`src/rtl/uart_pkg.sv`:
```
// rtl/uart_pkg.sv - shared UART definitions for the transmit and receive paths
// Holds the serial FSM state encoding, the data width of a character and the
// default bit period used by uart_tx and the future uart_rx.
package uart_pkg;

    typedef enum logic [1:0] {
        IDLE  = 2'd0,
        START = 2'd1,
        DATA  = 2'd2,
        STOP  = 2'd3
    } uart_state_t;

    localparam int DATA_BITS            = 8;
    // 50 MHz system clock / 115200 baud
    localparam int DEFAULT_CLKS_PER_BIT = 434;

endpackage

```
`src/rtl/baud_tick.sv`:
```
// rtl/baud_tick.sv - bit-period counter producing a one-cycle bit-boundary tick
// Ports:
//   clk    : system clock, rising edge
//   reset  : asynchronous active-high reset, clears the counter
//   run    : 1 = count, 0 = hold the counter cleared at zero
//   tick   : high for the last cycle of each CLKS_PER_BIT-cycle bit period
module baud_tick #(
    parameter int CLKS_PER_BIT = 434
) (
    input  logic clk,
    input  logic reset,
    input  logic run,
    output logic tick
);

    localparam int CW = $clog2(CLKS_PER_BIT);
    localparam logic [CW-1:0] LAST = CW'(CLKS_PER_BIT - 1);

    logic [CW-1:0] cnt;

    // The tick marks the final cycle of a bit so the owner changes bit on the
    // same edge that reloads the counter to zero.
    assign tick = run && (cnt == LAST);

    always_ff @(posedge clk or posedge reset) begin
        if (reset) begin
            cnt <= '0;
        end else if (!run || cnt == LAST) begin
            cnt <= '0;
        end else begin
            cnt <= cnt + CW'(1);
        end
    end

endmodule

```
`src/rtl/uart_tx.sv`:
```
// rtl/uart_tx.sv - 8N1 UART transmitter with registered channel-select outputs
// Ports:
//   clk      : system clock, rising edge
//   reset    : asynchronous active-high reset, aborts any frame in flight
//   tx_data  : byte to send, sampled on acceptance (tx_valid && tx_ready)
//   tx_valid : producer offers tx_data / ch_sel
//   ch_sel   : destination channel, latched onto {s1,s0} on acceptance
//   tx_ready : high only while idle
//   tx       : serial line, idle high, start/8 data LSB first/stop
//   s1, s0   : channel select for the external line selector, stable per frame
//   tx_busy  : high from acceptance until the stop bit completes
module uart_tx
    import uart_pkg::*;
#(
    parameter int CLKS_PER_BIT = DEFAULT_CLKS_PER_BIT
) (
    input  logic       clk,
    input  logic       reset,
    input  logic [7:0] tx_data,
    input  logic       tx_valid,
    input  logic [1:0] ch_sel,
    output logic       tx_ready,
    output logic       tx,
    output logic       s1,
    output logic       s0,
    output logic       tx_busy
);

    localparam logic [2:0] LAST_BIT = 3'(DATA_BITS - 1);

    uart_state_t state, state_next;
    logic [7:0]  shift_reg, shift_next;
    logic [2:0]  bit_idx, bit_idx_next;
    logic        tx_next, ready_next, busy_next;
    logic [1:0]  sel_next;
    logic        bit_tick;
    logic        baud_run;

    // The counter runs in every non-idle state; it is held at zero while idle
    // so the start bit of an accepted byte always gets a full bit period.
    assign baud_run = (state != IDLE);

    baud_tick #(
        .CLKS_PER_BIT(CLKS_PER_BIT)
    ) u_baud_tick (
        .clk   (clk),
        .reset (reset),
        .run   (baud_run),
        .tick  (bit_tick)
    );

    always_ff @(posedge clk or posedge reset) begin
        if (reset) begin
            state     <= IDLE;
            tx        <= 1'b1;
            tx_ready  <= 1'b1;
            tx_busy   <= 1'b0;
            s1        <= 1'b0;
            s0        <= 1'b0;
            shift_reg <= '0;
            bit_idx   <= '0;
        end else begin
            state     <= state_next;
            tx        <= tx_next;
            tx_ready  <= ready_next;
            tx_busy   <= busy_next;
            {s1, s0}  <= sel_next;
            shift_reg <= shift_next;
            bit_idx   <= bit_idx_next;
        end
    end

    // Outputs are computed one step ahead so the registered line changes on
    // the same edge as the state it belongs to.
    always_comb begin
        state_next   = state;
        tx_next      = tx;
        ready_next   = tx_ready;
        busy_next    = tx_busy;
        sel_next     = {s1, s0};
        shift_next   = shift_reg;
        bit_idx_next = bit_idx;

        case (state)
            IDLE: begin
                if (tx_valid && tx_ready) begin
                    state_next = START;
                    shift_next = tx_data;
                    sel_next   = ch_sel;
                    tx_next    = 1'b0;
                    ready_next = 1'b0;
                    busy_next  = 1'b1;
                end
            end
            START: begin
                if (bit_tick) begin
                    state_next   = DATA;
                    tx_next      = shift_reg[0];
                    bit_idx_next = '0;
                end
            end
            DATA: begin
                if (bit_tick) begin
                    // Bit 0 is on the line; shift so the next bit sits at [0].
                    shift_next   = {1'b0, shift_reg[7:1]};
                    bit_idx_next = bit_idx + 3'd1;
                    if (bit_idx == LAST_BIT) begin
                        state_next = STOP;
                        tx_next    = 1'b1;
                    end else begin
                        tx_next    = shift_reg[1];
                    end
                end
            end
            STOP: begin
                if (bit_tick) begin
                    state_next = IDLE;
                    ready_next = 1'b1;
                    busy_next  = 1'b0;
                end
            end
            default: begin
                state_next = IDLE;
                tx_next    = 1'b1;
                ready_next = 1'b1;
                busy_next  = 1'b0;
            end
        endcase
    end

endmodule

```
`config.mk`:
```
export PLATFORM = sky130hd
export DESIGN_NAME = uart_tx
export DESIGN_NICKNAME = d
export VERILOG_FILES = /design/src/rtl/uart_pkg.sv /design/src/rtl/baud_tick.sv /design/src/rtl/uart_tx.sv
export SDC_FILE = /design/constraint.sdc
export NUM_CORES = 1
export LEC_CHECK = 0
export BUFFER_PORTS_ARGS = -buffer_cell sky130_fd_sc_hd__buf_4
export CAP_MARGIN = 20
export CORE_MARGIN = 2
export CORE_UTILIZATION = 48
export DETAILED_ROUTE_END_ITERATION = 7
export GPL_ROUTABILITY_DRIVEN = 0
export PLACE_DENSITY = 0.68
export SLEW_MARGIN = 5
export SYNTH_ARGS = -nofsm -noshare
export SYNTH_HDL_FRONTEND = slang
export SYNTH_SLANG_ARGS = --single-unit
```
`constraint.sdc`:
```
create_clock -name clk -period 1.9 [get_ports clk]
set_input_delay 0.38 -clock clk [delete_from_list [all_inputs] [get_ports clk]]
set_output_delay 0.38 -clock clk [all_outputs]
set_load 0.02 [all_outputs]
```
==> impl_metrics.csv <==
group,metric,value,unit
die,start_util,51.1,%
synth,syn_avg_cell_area,10.8,um^2
die,fp.dieArea,3750,um^2
routing,wire_per_inst,14.2,um
grt,grt_pass1_vias,1203,
synth,synth_edf_count,0,
cells_and_area,num-fill-cells,262,
clocking,clk_pin_slew,0.16,ns
critical_path,crit_fanout,7,
power,power.density,1370,nW/um^2
critical_path,crit_family,"compound AO/OA/AOI/OAI gates",
die,rows,20,
run_status,status,"completed",
synth,synth_area_leaders,"dfrtp_1 40%, ha_1 7.9%, mux2i_1 4.5%",
routing,antenna_left,0,
grt,grt_pass1_wl,5.49,mm
critical_path,cpMaxStageDelayCell,"a21oi_1",
synth,netlist.area_leader.share,39.7,%
synth,syn_nets,169,
sta,relSlewSlack,55.8,%
job,drv_cap,0,
grt,grt_max_degree,23,
critical_path,crit_path_start_kind,"flip-flop",
placed_design,port_buffers,17,
routing,vias,1167,
sta,fin_worst_skew,0.00364,ns
synth,synth_top_family_by_area,"compound AO/OA/AOI/OAI gates",
min_path,hold_class,"primary input to async pin",
cells_and_area,drive_gt1_share,26.4,%
clocking,cts-hold-fix-buffers,0,
synth,synth_top_area_cell,"dfrtp_1",
synth,synthMuxAreaShare,8.03,%
die,die_width,61.3,um
sta,rsz0062_at_grt,"true",
critical_path,path_buf_inv,1,
power,power_switching,0.00104,W
routing,initialDrtViolationCount,40,
synth,synth-seq-area-share,43.1,%
clocking,cts_buffers,3,
cells_and_area,antennaDiodeCount,0,
critical_path,crit_type,"flip-flop to flip-flop",
placed_design,place_hpwl,2.38,mm
critical_path,critPathMaxStageDelay,0.53,ns
power,p_int,0.00151,W
routing,drc,0,
power,p_leak,0.804,nW
cells_and_area,postLayoutCoreUtil,60.3,%
synth,synth-adder-area-share,7.95,%
synth,synth_cell_types,38,
clocking,clockRootBuffer,"clkbuf_4",
routing,wl,3.10,mm
die,die_y,61.3,um
clocking,cts_max_path_buffers,2,
power,seqPwrFrac,36.9,%
cells_and_area,final_nets,198,
synth,synth.cell_area,1570,um^2
grt,grt_usage,19.5,%
critical_path,worstPathRequired,2.10,ns
die,coreArea,3080,um^2
synth,syn_inst,146,
sta,min_period,1.83,ns
grt,grt_antenna_before_repair,0,
clocking,ctsHtreeMaxLevel,1,
clocking,clock_latency,0.34,ns
synth,synth.most_common_cell,"dfrtp_1",
sta,finalCritPeriodShare,96.1,%
sta,worst-slew-pin-transition,0.664,ns
critical_path,crit_chain,"inv_1, ha_2, nor3_4, a21oi_1, a221oi_1",
placed_design,place_area,1810,um^2
cells_and_area,syn_to_final_growth,18.0,%
synth,synth_compound_area_share,16.9,%
sta,slew_viol_final,0,
routing,drtPass1Iterations,4,
power,clkPwrFrac,10.6,%
critical_path,crit_arrival,2.03,ns
synth,ys.flop_type,"dfrtp_1",
synth,synthTopCellsByCount,"25 x dfrtp_1, 17 x nor2_1, 12 x inv_1",
sta,fmax,548,MHz
synth,synthXorXnorAreaFrac,3.90,%
cells_and_area,largest_reg_flops,9,
die,ios,18,
sta,layout_setup_ws,0.0749,ns
clocking,cts_tree,"yes",
synth,yosys_warnings,0,
critical_path,cp-end-kind,"flip-flop",
placed_design,dp_slack,-0.0136,ns
power,swShare,40.6,%
sta,setup_viol,0,
placed_design,dp_cells,213,
sta,hold_viol,0,
grt,grt_overflow_total,0,
synth,postSynth.asyncResetShare,100,%
cells_and_area,fin_cells,218,
sta,setup_tns,0,ns
power,peakVddDrop,658,uV
clocking,clock-sinks,27,
synth,synth_simple_gate_area_share,15.5,%
synth,ys_seq_elements,27,
cells_and_area,final_cell_area,1860,um^2
routing,viasPerCell,5.35,
power,pwr-share-comb,52.5,%
[stage by stage]
step                      hold WS (ns)  total power (W)
after global placement           0.400          0.00218
after global routing            0.0198          0.00276
after CTS                       0.0230          0.00255
after floorplan                  0.431          0.00186
final                           0.0246          0.00255
after detailed placement         0.417          0.00226
[power groups by stage]
| stage | combinational, W | clock [W] | sequential (W) |
|---|---|---|---|
| floorplan | 0.000879 | 0 | 0.000982 |
| global placement | 0.00124 | 0 | 0.000941 |
| detailed placement | 0.00131 | 0 | 0.000959 |
| CTS | 0.00132 | 0.000280 | 0.000946 |
| global route | 0.00149 | 0.000299 | 0.000971 |
| finish | 0.00134 | 0.000270 | 0.000942 |
[cell type report]
cell class,count,area (um^2),share of cell area [%]
clock buffers,3,22.5,1.21
clock inverters,1,7.51,0.404
inverters,12,45.0,2.43
multi-input cells,102,831,44.7
flip-flops and latches,27,678,36.5
well taps,44,55.1,2.96
repair buffers,29,218,11.7
[worst min-delay path, cell delays in order]
cell and delay (ns):
buf_4 0.11, inv_1 0.06, buf_4 0.19
[cells in the final DEF (no fill, tap or decap), types with 2 or more instances in the layout]
master    count
a221oi_1      7
dfrtp_1      25
xor2_1        6
ha_1          9
nand2_1       4
nor2_1       17
dfstp_2       2
nand3_1       2
nand2b_1      7
clkbuf_4      3
o21ai_0       4
nand4_1       4
a22o_1        2
buf_4        29
and2_1        2
mux2_2        5
o21bai_1      2
inv_1        12
o22a_1        7
mux2i_1       7
[cell families (layout without fill, tap and decap cells)]
| group | Yosys count | after routing |
|---|---|---|
| and+or+nand+nor | 42 | 42 |
| AOI/OAI and AO/OA | 31 | 31 |
| DFF | 27 | 27 |
| buffers and inverters | 17 | 45 |
| muxes | 12 | 12 |
| adders and majority gates | 10 | 10 |
| xor gates and xnor gates | 7 | 7 |
[final timing paths]
path	start	end	slack, ns	depth (start not counted)
hold / removal	reset	u_baud_tick.cnt[7]	0.02	3
hold reg to reg	s1	s1	0.54	1
max in group asynchronous	reset	tx	1.60	3
setup / recovery	state[1]	shift_reg[4]	0.07	5
setup reg to reg	state[1]	shift_reg[4]	0.07	5
min in group clk	ch_sel[0]	s0	0.26	2
[routing by layer]
layer | vias up | track usage, % | share of wire [%]
met5 | - | 0 | 0
met4 | 0 | 6.52 | 0.87
met3 | 2 | 1.89 | 2.1
met2 | 18 | 33.3 | 51
met1 | 569 | 25.9 | 46
li1 | 578 | - | -
[timing repair]
action                     4_1_cts  5_1_grt
hold endpoints to repair         0        0
setup endpoints to repair        1       11
gates cloned                     0        0
setup buffers                    0        1
gates resized for setup          1        1
pin swaps                        0        1
No activity file was read; power rests on OpenSTA's default activity.
